`src/rtl/threshold_pkg.sv`:
```
// rtl/threshold_pkg.sv - shared types and constants for the threshold sequencer
//
// Purpose: global_state encodings, bus widths and the default per-stage
// timeout used by threshold_sequencer and stage_watchdog.
// Optional feature macro (used by the importing files): SEQ_TIMEOUT_EN.

package threshold_pkg;

  localparam int GLOBAL_STATE_W         = 3;
  localparam int WDOG_W                 = 22;
  localparam int TIMEOUT_CYCLES_DEFAULT = 2097152;

  typedef enum logic [GLOBAL_STATE_W-1:0] {
    ST_IDLE   = 3'd0,
    ST_BOX    = 3'd1,
    ST_THRESH = 3'd2,
    ST_OUTPUT = 3'd3,
    ST_DONE   = 3'd4,
    ST_ERROR  = 3'd7
  } state_e;

  // States in which a processing stage is running.
  function automatic logic is_run_state(input state_e s);
    return (s == ST_BOX) || (s == ST_THRESH) || (s == ST_OUTPUT);
  endfunction

endpackage

```
`src/rtl/stage_watchdog.sv`:
```
// rtl/stage_watchdog.sv - per-stage cycle counter with terminal-count flag
//
// Purpose: counts cycles spent in the current stage and flags the last
// allowed cycle. Instantiated by threshold_sequencer only when
// SEQ_TIMEOUT_EN is defined.
// Ports:
//   clock       in   rising-edge clock
//   reset       in   asynchronous active-high reset
//   restart_i   in   clear the count (state entry); wins over count_en_i
//   count_en_i  in   increment this cycle (a stage is running)
//   terminal_o  out  count is at TIMEOUT_CYCLES-1 while counting

module stage_watchdog
  import threshold_pkg::*;
#(
  parameter int CNT_W          = WDOG_W,
  parameter int TIMEOUT_CYCLES = TIMEOUT_CYCLES_DEFAULT
) (
  input  logic clock,
  input  logic reset,
  input  logic restart_i,
  input  logic count_en_i,
  output logic terminal_o
);

  localparam logic [CNT_W-1:0] TERM_COUNT = CNT_W'(TIMEOUT_CYCLES - 1);
  localparam logic [CNT_W-1:0] ONE        = CNT_W'(1);

  logic [CNT_W-1:0] count_q;
  logic [CNT_W-1:0] count_d;

  always_comb begin
    count_d = count_q;
    if (restart_i) begin
      count_d = '0;
    end else if (count_en_i) begin
      count_d = count_q + ONE;
    end
  end

  always_ff @(posedge clock or posedge reset) begin
    if (reset) begin
      count_q <= '0;
    end else begin
      count_q <= count_d;
    end
  end

  assign terminal_o = count_en_i && (count_q == TERM_COUNT);

endmodule

```
`src/rtl/threshold_sequencer.sv`:
```
// rtl/threshold_sequencer.sv - stage sequencer and result-memory port owner
//
// Purpose: steps the adaptive-thresholding pipeline through box filter,
// threshold and output stages, re-arms the stages with a one-cycle
// active-low clear, and routes the shared result memory port to the
// active stage. Optional stage timeout: define SEQ_TIMEOUT_EN.
// Ports:
//   clock, reset                         clock / async active-high reset
//   start                                run request (IDLE, DONE, ERROR only)
//   global_state                         current state (also the state register)
//   stage_clear_n                        registered stage reset, active low
//   box_finished/thr_finished/out_finished  stage completion levels
//   box_res_col/row/data/wren            box filter write port
//   thr_res_col/row                      threshold read address
//   mem_col/row/data/wren                result memory port
//   busy, done, error                    status

module threshold_sequencer
  import threshold_pkg::*;
#(
  parameter int WIDTH_BITS     = 8,
  parameter int HEIGHT_BITS    = 8,
  parameter int TIMEOUT_CYCLES = TIMEOUT_CYCLES_DEFAULT
) (
  input  logic                      clock,
  input  logic                      reset,
  input  logic                      start,
  output logic [GLOBAL_STATE_W-1:0] global_state,
  output logic                      stage_clear_n,
  input  logic                      box_finished,
  input  logic                      thr_finished,
  input  logic                      out_finished,
  input  logic [WIDTH_BITS-1:0]     box_res_col,
  input  logic [HEIGHT_BITS-1:0]    box_res_row,
  input  logic [7:0]                box_res_data,
  input  logic                      box_res_wren,
  input  logic [WIDTH_BITS-1:0]     thr_res_col,
  input  logic [HEIGHT_BITS-1:0]    thr_res_row,
  output logic [WIDTH_BITS-1:0]     mem_col,
  output logic [HEIGHT_BITS-1:0]    mem_row,
  output logic [7:0]                mem_data,
  output logic                      mem_wren,
  output logic                      busy,
  output logic                      done,
  output logic                      error
);

  state_e state_q;
  state_e state_d;
  logic   clear_q;
  logic   clear_d;
  logic   stage_timeout;

  // ------------------------------------------------------------------
  // Next-state logic. Only the running stage's flag is looked at, and
  // only once its clear has been released, so flags left high by the
  // previous run (or by an earlier stage) cannot advance the sequence.
  // ------------------------------------------------------------------
  always_comb begin
    state_d = state_q;
    clear_d = 1'b1;
    case (state_q)
      ST_IDLE, ST_DONE, ST_ERROR: begin
        if (start) begin
          state_d = ST_BOX;
          clear_d = 1'b0;
        end
      end
      ST_BOX: begin
        if (clear_q && box_finished) begin
          state_d = ST_THRESH;
        end else if (stage_timeout) begin
          state_d = ST_ERROR;
        end
      end
      ST_THRESH: begin
        if (clear_q && thr_finished) begin
          state_d = ST_OUTPUT;
        end else if (stage_timeout) begin
          state_d = ST_ERROR;
        end
      end
      ST_OUTPUT: begin
        if (clear_q && out_finished) begin
          state_d = ST_DONE;
        end else if (stage_timeout) begin
          state_d = ST_ERROR;
        end
      end
      default: begin
        state_d = ST_IDLE;
      end
    endcase
  end

  // clear_q resets low so the stages are held in reset together with
  // the sequencer and released on the first edge afterwards.
  always_ff @(posedge clock or posedge reset) begin
    if (reset) begin
      state_q <= ST_IDLE;
      clear_q <= 1'b0;
    end else begin
      state_q <= state_d;
      clear_q <= clear_d;
    end
  end

`ifdef SEQ_TIMEOUT_EN
  stage_watchdog #(
    .CNT_W         (WDOG_W),
    .TIMEOUT_CYCLES(TIMEOUT_CYCLES)
  ) u_watchdog (
    .clock     (clock),
    .reset     (reset),
    .restart_i (state_d != state_q),
    .count_en_i(is_run_state(state_q)),
    .terminal_o(stage_timeout)
  );

  assign error = (state_q == ST_ERROR);
`else
  logic unused_timeout_cfg;
  assign unused_timeout_cfg = (TIMEOUT_CYCLES != 0);
  assign stage_timeout      = 1'b0;
  assign error              = 1'b0;
`endif

  assign global_state  = state_q;
  assign stage_clear_n = clear_q;
  assign busy          = is_run_state(state_q);
  assign done          = (state_q == ST_DONE);

  // ------------------------------------------------------------------
  // Result memory mux. Combinational so the box filter's last write,
  // issued in the same cycle as box_finished, still lands while the
  // registered state is BOX.
  // ------------------------------------------------------------------
  always_comb begin
    mem_col  = '0;
    mem_row  = '0;
    mem_data = '0;
    mem_wren = 1'b0;
    case (state_q)
      ST_BOX: begin
        mem_col  = box_res_col;
        mem_row  = box_res_row;
        mem_data = box_res_data;
        mem_wren = box_res_wren;
      end
      ST_THRESH: begin
        mem_col = thr_res_col;
        mem_row = thr_res_row;
      end
      default: begin
        mem_col  = '0;
      end
    endcase
  end

endmodule

```
`config.mk`:
```
export PLATFORM = sky130hd
export DESIGN_NAME = threshold_sequencer
export DESIGN_NICKNAME = d
export VERILOG_FILES = /design/src/rtl/threshold_pkg.sv /design/src/rtl/stage_watchdog.sv /design/src/rtl/threshold_sequencer.sv
export SDC_FILE = /design/constraint.sdc
export NUM_CORES = 1
export LEC_CHECK = 0
export ABC_AREA = 1
export BUFFER_PORTS_ARGS = -buffer_cell sky130_fd_sc_hd__clkbuf_2
export CORE_MARGIN = 2
export CORE_UTILIZATION = 33
export CTS_CLUSTER_SIZE = 8
export DETAILED_ROUTE_END_ITERATION = 8
export GPL_TIMING_DRIVEN = 0
export PLACE_DENSITY = 0.84
export SYNTH_ARGS = -nofsm -noshare
export SYNTH_HDL_FRONTEND = slang
export SYNTH_SLANG_ARGS = --single-unit
```
`constraint.sdc`:
```
create_clock -name clock -period 3.8 [get_ports clock]
set_input_delay 0.76 -clock clock [delete_from_list [all_inputs] [get_ports clock]]
set_output_delay 0.76 -clock clock [all_outputs]
set_load 0.02 [all_outputs]
```
# --- After elaboration in Yosys (flattened, before gate mapping) ---
# Index checks and enable logic that the tools add are counted.
totals:
  output_inout_bits: 32
  input_bits: 47
  word_cells: 30
  ff_bits: 4
classes:
  n_reduce_logical: 8
  eq_ne: 9
  n_mux: 11
op_table:
  columns: ["op", "count"]
  rows:
  - ["8-bit one-hot mux with 2 select lines", 2]
  - ["3-bit two-way mux", 4]
  - ["3-bit one-hot mux with 4 select lines", 1]
  - ["8-bit two-way mux", 1]
  - ["2-bit inequality test (second input constant)", 4]
  - ["3-bit by 2-bit equality test with 1-bit output (second input constant)", 2]
  - ["3-bit equality test (second input constant)", 2]
  - ["4-bit AND reduction", 1]
  - ["3-bit by 1-bit equality test with 1-bit output (second input constant)", 1]
  - ["1-bit logical AND", 3]
  - ["3-bit zero test", 1]
  - ["1-bit two-way mux", 3]
  - ["3-bit OR reduction", 1]
  - ["1-bit logical OR", 2]

# --- Depth between registers and ports, before layout ---
# Gate-level depths: netlist of the first run.
depth:
  depth_word: 4
  depth_mapped: 8

# --- Least setup slack after synthesis of the first run ---
# Ideal clock, no wire load.
synth_timing:
  kind: "register to output"
  start: "register state_q[1], in the netlist global_state[1]"
  end: "output port mem_col[1]"
  t_arrival_ns: 1.414
  path_stages_with_launch: 5
  slack_ns: 1.626
  path_buffers: 1
  required_ns: 3.040
  cell_sequence: "dfrtp_1 inv_2 nand3_2 clkbuf_2 o21ai_0"
synth_between:
  elab_chain_cells: 2
  word_cells_on_any_way: 3
  classes_between: "2 x eq/ne; 1 x mux"
synth_lines:
  columns: ["element", "line", "source"]
  rows:
  - ["from (decl)", "threshold_sequencer.sv:48", "state_e state_q;"]
  - ["from (signal assigned)", "threshold_sequencer.sv:103", "state_q <= state_d;"]
  - ["3-bit by 2-bit equality test with 1-bit output / 3-bit by 1-bit equality test with 1-bit output (equally long branches)", "threshold_sequencer.sv:143", "case (state_q)"]
  - ["8-bit one-hot mux with 2 select lines (*)", "threshold_sequencer.sv:143", null]
  - ["to (decl)", "threshold_sequencer.sv:39", "output logic [WIDTH_BITS-1:0] mem_col,"]
# Mark *: on every way between the ends. The rest lies on a longest branch, timed or not.

# --- Worst setup path after layout of the first run ---
layout_timing:
  start: "register state_q[0], in the netlist global_state[0]"
  end: "output port mem_col[2]"
# The elaborated chain is that of the path after synthesis.

==> flow_metrics.env, run 1 <==
export IMPL_status="finished clean"
export IMPL_fin_setup_tns_ns=0
export IMPL_drt_pass1_iter_count=5
export IMPL_cp_slowest_cell="dfrtp_1"
export IMPL_hold_buffers=0
export IMPL_netlist_top_cells_count="27 x inv_1, 19 x nand3_1, 17 x nand2_1, 14 x o21ai_0, 11 x nor2_1"
export IMPL_h_tree_depth=1
export IMPL_numCtsBuffers=3
export IMPL_period_minus_slack_ns=2.33
export IMPL_grt_pass1_vias=756
export IMPL_finalWeightedCongestion=0.854
export IMPL_cp_common_cell="buf_2"
export IMPL_cts_resized=0
export IMPL_clk_insertion_delay_late_ns=0.23
export IMPL_routed_via_density=4.46
export IMPL_pin_count=79
export IMPL_synth_compound_area_share_pct=17.8
export IMPL_gr_total_overflow=0
export IMPL_drtAntennaViolNets=0
export IMPL_num_antenna_cells=0
export IMPL_port_buffers=77
export IMPL_hp_class="in -> async"
export IMPL_fin_area_um2=1040
export IMPL_dieArea_um2=2190
export IMPL_synth_seq_area_share_pct=16.6
export IMPL_syn_num_nets=161
export IMPL_cts_tree="yes"
export IMPL_path_cells="inv_2 > buf_2 > buf_2 > nand3_1 > o21ai_1 > clkbuf_2"
export IMPL_fin_crit_sh_pct=61.2
export IMPL_dp_hpwl_um=1740
export IMPL_synthFlopType="dfrtp_1"
export IMPL_clk_pin_slew_ns=0.04
export IMPL_maxCapViolations=0
export IMPL_setup_viol=0
export IMPL_critPathMaxFanout=10
export IMPL_critPathBufInv=4
export IMPL_yosysTopAreaCellShare_pct=16.8
export IMPL_synth_seq_cells=4
export IMPL_yosysMostFrequentCell="inv_1"
export IMPL_fp_coreArea_um2=1730
export IMPL_syn_area_um2=603
export IMPL_track_usage_pct=18.1
export IMPL_worstPathArrival_ns=1.57
export IMPL_final_nets=243
export IMPL_syn_avg_cell_area_um2=5.29
export IMPL_postCtsSetupRepairBufs=0
export IMPL_antenna_found_initial=0
export IMPL_routed_wl_um=2010
export IMPL_grt_max_degree=11
export IMPL_cts_num_sinks=4
export IMPL_die_h_um=46.8
export IMPL_finalHoldViolCount=0
export IMPL_synthSimpleGateAreaFrac_pct=40.9
export IMPL_path_class="reg -> out"
export IMPL_skew_ns=0.00229
export IMPL_place_area_um2=1020
export IMPL_areaGrowthSynthToFinish_pct=72.8
export IMPL_synth_mux_area_share_pct=0
export IMPL_num_vias=977
export IMPL_yosys_top_cells_area="inv_1 17%, dfrtp_1 17%, nand3_1 16%, o21ai_0 12%, nand2_1 11%"
export IMPL_clockBufferDepth=2
export IMPL_dieWidth_um=46.8
export IMPL_layout_cells_non_filler=219
export IMPL_wl_per_cell_um=9.19
export IMPL_root_buffer="clkbuf_4"
export IMPL_async_flop_share_pct=100
export IMPL_synth_top_family_by_area="simple AND/OR/NAND/NOR gates"
export IMPL_peakVddDrop_v=0.000487
export IMPL_synth_cells=114
export IMPL_drc=0
export IMPL_leakagePower_uw=0.000731
export IMPL_cp_start_kind="flip-flop"
export IMPL_max_clock_freq_ghz=0.430
export IMPL_grt_pass1_wl_um=2880
export IMPL_drt_iter0_drc=10
export IMPL_rsz0062_at_grt="no"
export IMPL_final_max_slew_viol_count=0
export IMPL_crit_path_end_kind="output port"
export IMPL_cp_required_ns=3.04
export IMPL_start_util_pct=34.9
export IMPL_drive_above_1_share_pct=48.5
export IMPL_crit_path_max_incr_delay_ns=0.44
export IMPL_synth_fa_ha_area_share_pct=0
export IMPL_synth_edff_count=0
export IMPL_dp_cells=216
export IMPL_ys_warnings_count=0
export IMPL_critPathTopFamily="buffers and inverters"
export IMPL_post_synth_top_area_cell="inv_1"
export IMPL_ys_types=19
export IMPL_synth_xor_area_share_pct=0
export IMPL_powerDensity_nw_per_um2=796
export IMPL_rows=15
-- final timing paths --
| check | from | slack (ns) | cells past startpoint | endpoint |
|---|---|---|---|---|
| max in group asynchronous | reset | 3.27 | 2 | global_state[0] |
| worst max-delay path | global_state[0] | 1.47 | 6 | mem_col[2] |
| worst min register to register | global_state[1] | 0.69 | 4 | global_state[2] |
| worst max register to register | global_state[2] | 2.55 | 6 | global_state[0] |
| min in group clock | global_state[1] | 0.69 | 4 | global_state[2] |
| worst min-delay path | reset | 0.38 | 2 | global_state[1] |
-- cell families after synthesis --
group | count (synthesis)
AO/OA/AOI/OAI | 20
AND/OR/NAND/NOR | 53
buffers and inverters | 36
other | 1
flip-flops | 4
-- area by class of cell --
class                   instances  area [um^2]
flip-flops and latches          4          100
inverters                      30          113
plain buffers                   6         32.5
fillers                       176          684
repair buffers                 77          385
well taps                      25         31.3
multi-input cells              74          358
clock buffers                   3         22.5
-- registers in the layout (all words and copies together), names as in the netlist --
register and flops:
global_state 3, stage_clear_n 1
-- power breakdown --
part | switching [uW] | internal [uW] | total (uW) | leakage (uW)
clock network | 14.9 | 35.1 | 50.1 | 0.0000138
registers | 29.7 | 63.0 | 92.7 | 0.0000481
logic | 468 | 219 | 687 | 0.000669
-- cells in the final DEF, fill, tap and decap left out, types with 2 or more instances in the layout --
cell | Yosys | layout
o21ai_0 | 14 | 14
o21ai_1 | 2 | 2
clkbuf_4 | 0 | 3
nor2_1 | 11 | 11
o21bai_1 | 3 | 3
nand2_2 | 2 | 2
dfrtp_1 | 4 | 4
nand3_1 | 19 | 19
inv_2 | 3 | 3
clkbuf_2 | 1 | 78
buf_2 | 4 | 4
nand2_1 | 17 | 17
inv_1 | 27 | 27
-- metrics by stage --
stage	util (%)	total power (uW)	hold WS [ns]	setup WS (ns)
after detailed placement	59.1	783	0.626	1.72
after global routing	60.4	910	0.387	1.30
after global placement	59.1	768	0.620	1.74
after floorplan	-	561	0.526	1.63
final	60.4	830	0.381	1.47
after CTS	60.4	837	0.379	1.47
-- metal layers --
metal	track usage [%]	routed length (um)	part of all wire (%)
met5	0	0	0
met4	6.67	0	0
met3	3.08	171	8.5
met2	35.6	1060	52
met1	19.0	785	39
-- worst reg2reg max path, stage by stage, from the launching register on --
cell and delay, ns:
dfrtp_1 0.45, nor2_4 0.23, nand3_1 0.09, nand2_1 0.15, nor2_2 0.08, nand2_1 0.06
nand2_1 0.06
Note: power is estimated with default switching activity, not from simulation.
==> inputs of run 2 (changes only) <==
--- a/config.mk
+++ b/config.mk
@@ -8,11 +8,11 @@
 export ABC_AREA = 1
 export BUFFER_PORTS_ARGS = -buffer_cell sky130_fd_sc_hd__clkbuf_2
 export CORE_MARGIN = 2
-export CORE_UTILIZATION = 33
+export CORE_UTILIZATION = 28
 export CTS_CLUSTER_SIZE = 8
 export DETAILED_ROUTE_END_ITERATION = 8
 export GPL_TIMING_DRIVEN = 0
-export PLACE_DENSITY = 0.84
+export PLACE_DENSITY = 0.76
 export SYNTH_ARGS = -nofsm -noshare
 export SYNTH_HDL_FRONTEND = slang
 export SYNTH_SLANG_ARGS = --single-unit
==> constraint.sdc (replaced) <==
create_clock -name clock -period 1.95 [get_ports clock]
set_input_delay 0.39 -clock clock [delete_from_list [all_inputs] [get_ports clock]]
set_output_delay 0.39 -clock clock [all_outputs]
set_load 0.02 [all_outputs]
==> flow_metrics.env, run 2 (synthesized netlist as in run 1, its figures left out) <==
export IMPL_status="finished clean"
export IMPL_r2r_start="global_state[0]"
export IMPL_fp_coreArea_um2=2000
export IMPL_layout_setup_ws_ns=0.0948
export IMPL_cp_start_kind="flip-flop"
export IMPL_port_buffers=77
export IMPL_swShare_pct=60.5
export IMPL_regArea_um2=103
export IMPL_rsz0062_at_grt="no"
export IMPL_gr_total_overflow=0
export IMPL_worstPathArrival_ns=1.47
export IMPL_track_usage_pct=17.0
export IMPL_place_worst_setup_slack_ns=0.189
export IMPL_final_nets=244
export IMPL_total_power_uw=1720
export IMPL_drtAntennaViolNets=0
export IMPL_layout_cells_non_filler=222
export IMPL_routed_via_density=4.33
export IMPL_drive_above_1_share_pct=49.7
export IMPL_numCtsBuffers=3
export IMPL_fin_crit_sh_pct=95.1
export IMPL_multi_input_comb_area_um2=365
export IMPL_final_common_cell="clkbuf_2"
export IMPL_antenna_found_initial=0
export IMPL_drt_iter0_drc=11
export IMPL_grt_util_met1_pct=20.0
export IMPL_critPathMaxFanout=10
export IMPL_finalWeightedCongestion=0.835
export IMPL_die_h_um=50.4
export IMPL_start_util_pct=30.1
export IMPL_max_clock_freq_ghz=0.539
export IMPL_num_vias=962
export IMPL_finalHoldViolCount=0
export IMPL_clk_insertion_delay_late_ns=0.23
export IMPL_hold_buffers=0
export IMPL_period_minus_slack_ns=1.86
export IMPL_grt_met3_usage_pct=5.65
export IMPL_cts_tree="yes"
export IMPL_grt_max_degree=13
export IMPL_wl_per_cell_um=10.1
export IMPL_leakagePower_uw=0.000740
export IMPL_grt_pass1_vias=805
export IMPL_final_cell_mix="72 x clkbuf_2, 27 x inv_1, 19 x nand3_1"
export IMPL_crit_path_end_kind="output port"
export IMPL_final_max_slew_viol_count=0
export IMPL_drc=0
export IMPL_root_buffer="clkbuf_4"
export IMPL_power_share_clock_pct=5.9
export IMPL_num_antenna_cells=0
export IMPL_dp_cells=218
export IMPL_cp_required_ns=1.56
export IMPL_skew_ns=0.00192
export IMPL_r2r_setup_slack_ns=0.65
export IMPL_areaGrowthSynthToFinish_pct=79.0
export IMPL_cts_num_sinks=4
export IMPL_fin_setup_tns_ns=0
export IMPL_peakVddDrop_v=0.000809
export IMPL_intPower_uw=679
export IMPL_largest_reg_flops=3
export IMPL_endpoint="mem_row[5]"
export IMPL_path_class="reg -> out"
export IMPL_seqPwrFrac_pct=11.8
export IMPL_dp_hpwl_um=1870
export IMPL_powerDensity_nw_per_um2=1590
export IMPL_setup_viol=0
export IMPL_r2r_cells=8
export IMPL_grt_pass1_wl_um=3420
export IMPL_pin_count=79
export IMPL_dieWidth_um=50.4
export IMPL_maxCapViolations=0
export IMPL_grt_busiest_layer="met2"
export IMPL_clockBufferDepth=2
export IMPL_drt_pass1_iter_count=4
export IMPL_p_sw_uw=1040
export IMPL_routed_wl_um=2240
export IMPL_worstSetupStartpoint="global_state[2]"
export IMPL_dieArea_um2=2540
export IMPL_clk_pin_slew_ns=0.04
export IMPL_grtUsageMet2_pct=30.3
export IMPL_power_share_combinational_pct=82.3
export IMPL_hp_class="in -> async"
export IMPL_rows=16
export IMPL_h_tree_depth=1
export IMPL_timing_rr_end="global_state[1]"
export IMPL_fillCellCount=230
## run 2: per-stage QoR
stage	area [um^2]	util (%)	hold slack (ns)
after floorplan	603	-	0.156
after global placement	1020	51.1	0.256
after detailed placement	1020	51.1	0.259
after CTS	1060	52.9	0.00981
after global routing	1080	53.9	0.00680
final	1080	53.9	0.0116
## run 2: layout make-up
class                           count  area share [%]
Clock buffer                        3            2.09
Buffer                              5            3.24
Multi-Input combinational cell     74            33.8
Sequential cell                     4            9.50
Tap cell                           27            3.13
Timing Repair Buffer               79            37.3
Inverter                           30            10.9
## run 2: worst min-delay path by stage
stage	start	to	slack, ns	cells after the start
floorplan	reset	global_state[0]	0.16	1
global placement	reset	stage_clear_n	0.26	2
detailed placement	reset	global_state[1]	0.26	2
CTS	reset	global_state[1]	0.01	2
global route	reset	stage_clear_n	0.007	2
finish	reset	stage_clear_n	0.01	2
## run 2: metal layers
| layer | up-vias | routed length (um) |
|---|---|---|
| met2 | 48 | 1080 |
| met1 | 401 | 922 |
| met4 | 0 | 0 |
| met5 | - | 0 |
| met3 | 0 | 235 |
| li1 | 513 | - |
## run 2: power groups by stage
stage / clock, uW / sequential (uW) / combinational, uW
after floorplan: 0 / 219 / 875
after CTS: 109 / 194 / 1380
final: 102 / 202 / 1420
after global routing: 124 / 209 / 1550
after detailed placement: 0 / 188 / 1350
after global placement: 0 / 189 / 1350
## run 2: worst max-delay path, cell delays in order, from the launching register on
cell and delay (ns):
dfrtp_2 0.46, inv_2 0.12, nand3_4 0.11, buf_4 0.19, o21ai_0 0.16, clkbuf_2 0.20
## run 2: what timing repair did
action	in CTS	in global routing
resized for setup	6	9
buffers inserted	0	2
endpoints found under the setup margin	10	11
pin swaps	1	1
